[src/rtl/pool_handoff_2.sv]
// Ownership controller for layer 2's pool memories: layer 2 fills, a guard interval lets
// in-flight writes land, layer 3 drains, then layer 2 is restarted for the next frame.
module pool_handoff_2 #(
  parameter int unsigned POOL_ADDR_WIDTH = 10,
  parameter int unsigned GUARD_CYCLES    = 3,
  parameter int unsigned NUM_FRAMES      = 0,
  parameter int unsigned FRAME_CNT_WIDTH = 8
) (
  input  logic                       clock,
  input  logic                       reset,
  input  logic                       start,
  input  logic                       pool_done,
  input  logic [POOL_ADDR_WIDTH-1:0] prod_address_a,
  input  logic [POOL_ADDR_WIDTH-1:0] prod_address_b,
  input  logic                       prod_rden_a,
  input  logic                       prod_rden_b,
  input  logic                       prod_wren_a,
  input  logic                       prod_wren_b,
  input  logic [POOL_ADDR_WIDTH-1:0] cons_address_a,
  input  logic [POOL_ADDR_WIDTH-1:0] cons_address_b,
  input  logic                       cons_rden_a,
  input  logic                       cons_rden_b,
  input  logic                       cons_done,
  output logic [POOL_ADDR_WIDTH-1:0] mem_address_a,
  output logic [POOL_ADDR_WIDTH-1:0] mem_address_b,
  output logic                       mem_rden_a,
  output logic                       mem_rden_b,
  output logic                       mem_wren_a,
  output logic                       mem_wren_b,
  output logic                       prod_enable,
  output logic                       prod_restart,
  output logic                       cons_enable,
  output logic                       busy,
  output logic                       all_done,
  output logic [FRAME_CNT_WIDTH-1:0] frame_count
);

  typedef enum logic [2:0] {StIdle, StFill, StGuard, StDrain, StRelease} state_e;

  localparam logic [3:0]                 GuardLoad  = 4'(GUARD_CYCLES - 1);
  localparam logic [FRAME_CNT_WIDTH-1:0] FrameLimit = FRAME_CNT_WIDTH'(NUM_FRAMES);
  localparam bit                         Bounded    = (NUM_FRAMES != 0);

  state_e                     state_q, state_d;
  logic                       pool_done_q, cons_done_q;
  logic [3:0]                 guard_q, guard_d;
  logic [FRAME_CNT_WIDTH-1:0] frame_q, frame_d, frame_inc;
  logic                       all_done_q, all_done_d;
  logic                       pool_edge, cons_edge;

  assign pool_edge = pool_done & ~pool_done_q;
  assign cons_edge = cons_done & ~cons_done_q;
  assign frame_inc = frame_q + 1'b1;

  always_comb begin
    state_d    = state_q;
    guard_d    = guard_q;
    frame_d    = frame_q;
    all_done_d = all_done_q;
    case (state_q)
      StIdle: begin
        if (start) begin
          state_d    = StFill;
          frame_d    = '0;
          all_done_d = 1'b0;
        end
      end
      StFill: begin
        if (pool_edge) begin
          state_d = StGuard;
          guard_d = GuardLoad;
        end
      end
      StGuard: begin
        if (guard_q == 4'd0) state_d = StDrain;
        else                 guard_d = guard_q - 4'd1;
      end
      StDrain: begin
        if (cons_edge) state_d = StRelease;
      end
      StRelease: begin
        frame_d = frame_inc;
        if (Bounded && (frame_inc == FrameLimit)) begin
          state_d    = StIdle;
          all_done_d = 1'b1;
        end else begin
          state_d = StFill;
        end
      end
      default: state_d = StIdle;
    endcase
  end

  always_ff @(posedge clock) begin
    if (reset) begin
      state_q     <= StIdle;
      pool_done_q <= 1'b0;
      cons_done_q <= 1'b0;
      guard_q     <= 4'd0;
      frame_q     <= '0;
      all_done_q  <= 1'b0;
    end else begin
      state_q     <= state_d;
      pool_done_q <= pool_done;
      cons_done_q <= cons_done;
      guard_q     <= guard_d;
      frame_q     <= frame_d;
      all_done_q  <= all_done_d;
    end
  end

  // Producer keeps the port through GUARD so its last writes still land.
  always_comb begin
    mem_address_a = '0;
    mem_address_b = '0;
    mem_rden_a    = 1'b0;
    mem_rden_b    = 1'b0;
    mem_wren_a    = 1'b0;
    mem_wren_b    = 1'b0;
    case (state_q)
      StFill, StGuard: begin
        mem_address_a = prod_address_a;
        mem_address_b = prod_address_b;
        mem_rden_a    = prod_rden_a;
        mem_rden_b    = prod_rden_b;
        mem_wren_a    = prod_wren_a;
        mem_wren_b    = prod_wren_b;
      end
      StDrain: begin
        mem_address_a = cons_address_a;
        mem_address_b = cons_address_b;
        mem_rden_a    = cons_rden_a;
        mem_rden_b    = cons_rden_b;
      end
      default: ;
    endcase
  end

  assign prod_enable  = (state_q == StFill);
  assign cons_enable  = (state_q == StDrain);
  assign prod_restart = (state_q == StRelease);
  assign busy         = (state_q != StIdle);
  assign all_done     = all_done_q;
  assign frame_count  = frame_q;

endmodule

[config.mk]
export PLATFORM = sky130hd
export DESIGN_NAME = pool_handoff_2
export DESIGN_NICKNAME = d
export VERILOG_FILES = /design/src/rtl/pool_handoff_2.sv
export SDC_FILE = /design/constraint.sdc
export NUM_CORES = 1
export LEC_CHECK = 0
export BUFFER_PORTS_ARGS = -buffer_cell sky130_fd_sc_hd__buf_4
export CAP_MARGIN = 20
export CORE_AREA = 2 2 55 57
export CTS_CLUSTER_SIZE = 14
export DETAILED_ROUTE_END_ITERATION = 8
export DIE_AREA = 0 0 57 59
export PLACE_DENSITY_LB_ADDON = 0.05
export REMOVE_ABC_BUFFERS = 1
export SLEW_MARGIN = 5
export SYNTH_ARGS = -nofsm -noshare
export SYNTH_HDL_FRONTEND = slang
export SYNTH_SLANG_ARGS = --single-unit
[constraint.sdc]
create_clock -name clock -period 3.07 [get_ports clock]
set_input_delay 0.4605 -clock clock [delete_from_list [all_inputs] [get_ports clock]]
set_output_delay 0.4605 -clock clock [all_outputs]
set_load 0.05 [all_outputs]
**Word level (Yosys, flattened, before mapping)**

Cells that the tools add are included.

- Register bits after elaboration: 17
- Input bits: 51
- Output and inout bits: 37
- Word-level logic and storage cells: 45

- Add/subtract/negate cells: 2
- Equality and inequality tests: 9
- Multiplexer cells: 16
- Bitwise operators: 4
- Reduce and logical (&&, ||, !) cells: 9

Operators with widths:

| cell | count |
|---|---|
| $pmux 10 s2 | 2 |
| $pmux 8 s2 | 1 |
| $pmux 3 s5 | 1 |
| $mux 3 | 4 |
| $add 8x1->8 const B | 1 |
| $mux 4 | 2 |
| $mux 8 | 1 |
| $pmux 4 s2 | 1 |
| $eq 3x2->1 const B | 2 |
| $ne 2x2->1 const B | 3 |
| $logic_not 4->1 | 1 |
| $ne 2x1->1 const B | 2 |
| $pmux 1 s2 | 2 |
| $reduce_and 4->1 | 1 |
| $reduce_bool 2->1 | 2 |
| $sub 4x1->4 const B | 1 |
| $eq 3x1->1 const B | 1 |
| $eq 3x3->1 const B | 1 |
| $logic_not 3->1 | 1 |
| $reduce_and 3->1 | 1 |
| $reduce_bool 3->1 | 1 |
| $and 1x1->1 | 2 |
| $mux 1 | 2 |
| $not 1->1 | 2 |
| 2 further kinds | 2 |

**Logic depth before layout (Yosys ltp)**

- Depth after elaboration: 4
- Depth in mapped cells: 6
- Depth with buffers taken out: 6

**Worst setup path after synthesis**

No wires, ideal clock.

- Path type: reg2reg
- Start point: reg state_q[0]
- End point: reg state_q[1]
- Setup time: 0.121 ns
- Arrival: 2.331 ns
- Required time: 2.949 ns
- Setup slack: 0.618 ns
- Cell stages (with the launch flop): 5
- Buffers on the path: 0
- Clock period less this slack: 2.452 ns
- Path through: dfxtp_1 > nor3b_1 > nand2b_1 > o211ai_1 > mux2_2

- Word-level cells in the longest chain between the ends: 3
- Elaborated cells on any way between the ends: 11
- Classes of those cells: eq/ne: 8; mux: 1; reduce/logical: 2

Ends and longest elaborated chain:

| what | line | text |
|---|---|---|
| from (decl) | 44 | `state_e state_q, state_d;` |
| from (signal assigned) | 96 | `state_q <= StIdle;` |
| from (signal assigned) | 103 | `state_q <= state_d;` |
| $eq 3x1->1 (*) | - |  |
| via prod_enable | 30 | `output logic prod_enable,` |
| $ne 2x1->1 (no source line) | - |  |
| $reduce_and 4->1 (no source line) | - |  |

Mark *: on every way through the listed nets, which the timed path passes. The rest lies on a longest branch.
A chain may end at the register's enable or synchronous reset.

**Worst setup path in the final report**

- Start point: reg state_q[0]
- End point: out mem_address_b[4]

- Word-level cells in the longest chain between the ends: 3
- Elaborated cells on any way between the ends: 5
- Classes of those cells: eq/ne: 3; mux: 1; reduce/logical: 1

Ends and longest elaborated chain:

| what | line | text |
|---|---|---|
| $eq 3x1->1 / $eq 3x2->1 (equally long branches) | 120 | `case (state_q)` |
| $reduce_or 2->1 | 120 |  |
| $pmux 10 s2 (*) | 120 |  |
| to (decl) | 25 | `output logic [POOL_ADDR_WIDTH-1:0] mem_address_b,` |

Every way passes the cells marked *; elsewhere a longest branch is shown, timed or not.

==> results.json <==
{
  "seqPwrFrac": 0.171,
  "synth_area_sq_mm": 0.00113,
  "crit_chain": "and3b_1 > a22o_1 > buf_4",
  "p_clk_frac": 0.070,
  "finalHoldViolCount": 0,
  "nNetsFinal": 267,
  "n_antenna_cell": 0,
  "cts-root-buf": "clkbuf_4",
  "hold_path_class": "primary input to register",
  "grt_pass1_wl_um": 5260,
  "path_clk_slew_ns": 0.10,
  "fin_hold_ws_ns": 0.383,
  "dr_total_vias": 1347,
  "min_period_over_period": 0.850,
  "hold_path_depth": 2,
  "place.gp.congestion": 0.815,
  "synth_seq_cells": 17,
  "synth_warnings": 0,
  "power.leakage_uw": 0.000847,
  "die-area_sq_mm": 0.00336,
  "required_ns": 2.61,
  "synth.top_cell.area_share": 0.302,
  "core-area_sq_mm": 0.00271,
  "grt_max_degree": 25,
  "cts_setup_buffers": 0,
  "critPathMaxFanout": 24,
  "viasPerCell": 5.54,
  "drv_cap": 0,
  "rsz0062_at_grt": "no",
  "cts.sinks": 17,
  "finalSetupTns_ns": 0,
  "mostFrequentLayoutCells": "87 x buf_4, 23 x a22o_1, 17 x dfxtp_1",
  "cts_tree": "built",
  "cp.depth": 3,
  "critPathLaunchType": "register",
  "layout-drive-gt1-share": 0.458,
  "multi_input_area_sq_um": 722,
  "path_buf_inv": 1,
  "cts_buffer_depth": 2,
  "synth_edf_count": 0,
  "regArea_sq_um": 340,
  "io_pins": 88,
  "drt_wl_total_um": 3500,
  "worst_path_max_delay_cell": "and3b_1",
  "p_comb_frac": 0.759,
  "tightest_slew_ns": 0.808,
  "netlist_top_cells_area": "dfxtp_1 30%, a22o_1 18%, mux2_2 4.0%",
  "syn_to_final_growth_pct": 59.2,
  "cts_hold_buffers": 0,
  "ys_seq_area_frac": 0.302,
  "dr.pass1.iters": 6,
  "cts_buffers": 3,
  "max_stage_delay_ns": 0.77,
  "power_switching_uw": 964,
  "synth.distinct_cells": 40,
  "avgRoutedWirePerCell_um": 14.4,
  "fin_crit_ns": 2.61,
  "r2r_cells": 4,
  "grt-ovfl-total": 0,
  "hpwl_um": 2860,
  "dominantRegCellSynth": "dfxtp_1",
  "arrival_ns": 2.15,
  "fillers": 234,
  "path_delay_family": "simple AND/OR/NAND/NOR gates",
  "slew_headroom": 0.461,
  "fmax_mhz": 383,
  "antenna_left": 0,
  "ir_drop_v": 0.000732,
  "ys_async_sr_fraction": 0,
  "final_common_cell": "buf_4",
  "start_util": 0.416,
  "synth_cells": 132,
  "ctsResizeCount": 0,
  "dieWidth_um": 57,
  "criticalPathCategory": "register to output port",
  "grt.total_usage": 0.194,
  "synth.largest_area_cell": "dfxtp_1",
  "drc_errors": 0,
  "slew_violations": 0,
  "swShare": 0.576,
  "rows": 19,
  "intPower_uw": 711,
  "status": "complete, no violations",
  "clock_skew_ns": 0.00986,
  "clock_latency_ns": 0.29,
  "synth_area_per_cell_sq_um": 8.53,
  "drt_iter0_drc": 40,
  "grt_pass1_vias": 1148,
  "end_kind": "output port",
  "antenna_found_initial": 0,
  "io_buffers": 86,
  "finalSetupViolations": 0,
  "cts_max_level": 1,
  "p_per_area_mw_per_mm2": 934,
  "die_h_um": 59
}
## routing by layer
metal  up-vias  wire, um  track usage
met5         -         0            0
met4         0        77       0.0598
met3         9       303       0.0415
met2        63      1850        0.351
met1       616      1270        0.231
li1        659         -            -
## layout make-up
cell class                 count  area share
clock inverter                 1     0.00279
clock buffer                   3      0.0126
timing repair buffer          87       0.364
tap                           31      0.0216
sequential                    17       0.190
inverter                       3     0.00628
multi-input combinational    101       0.403
## metrics by stage
stage                     cells  setup WS, ns  power, uW  instance area (sq um)   util
after global placement      239         0.890       1550                   1770  0.651
after floorplan             121         0.445       1180                   1070      -
final                       243         0.460       1680                   1790  0.662
after CTS                   243         0.462       1680                   1790  0.662
after detailed placement    239         0.790       1570                   1770  0.651
after global routing        243         0.337       1750                   1790  0.662
## cells by family (layout without fill, tap and decap cells)
group	count (synthesis)	after routing	share of synthesized area
xor+xnor	1	1	0.00778
compound gates	44	44	0.302
flops	17	17	0.302
simple gates	47	47	0.246
buf+inv	14	94	0.0567
other cells	1	1	0.00333
mux	5	5	0.0489
fa+ha+maj	3	3	0.0333
## synth_stat cells, drive strengths merged, types with 4 or more instances
| library cell | number |
|---|---|
| a22o | 23 |
| o21ai | 4 |
| nand2 | 5 |
| clkbuf | 4 |
| mux2 | 4 |
| buf | 7 |
| nor2b | 4 |
| nor3 | 4 |
| dfxtp | 17 |
| nor2 | 10 |
| a21oi | 5 |
## worst paths after layout
check	startpoint	to	slack [ns]
worst min register to register	guard_q[3]$_SDFFE_PP0P_	guard_q[3]$_SDFFE_PP0P_	0.49
worst min-delay path	cons_done	cons_done_q$_SDFF_PP0_	0.38
worst max-delay path	state_q[0]$_SDFFE_PP0P_	mem_address_b[4]	0.46
worst max register to register	state_q[1]$_SDFFE_PP0P_	state_q[1]$_SDFFE_PP0P_	1.20
## state kept, by name, summed over array words and instances (netlist names)
name / flops
frame_count: 8
guard_q: 4
state_q: 3
cons_done_q: 1
pool_done_q: 1
## power groups by stage
stage	Combinational [uW]	Clock, uW	Sequential [uW]
after CTS	1280	122	285
final	1270	117	286
after global routing	1330	134	290
after floorplan	900	0	281
after detailed placement	1280	0	290
after global placement	1260	0	286
(Power assumes the default switching activity.)
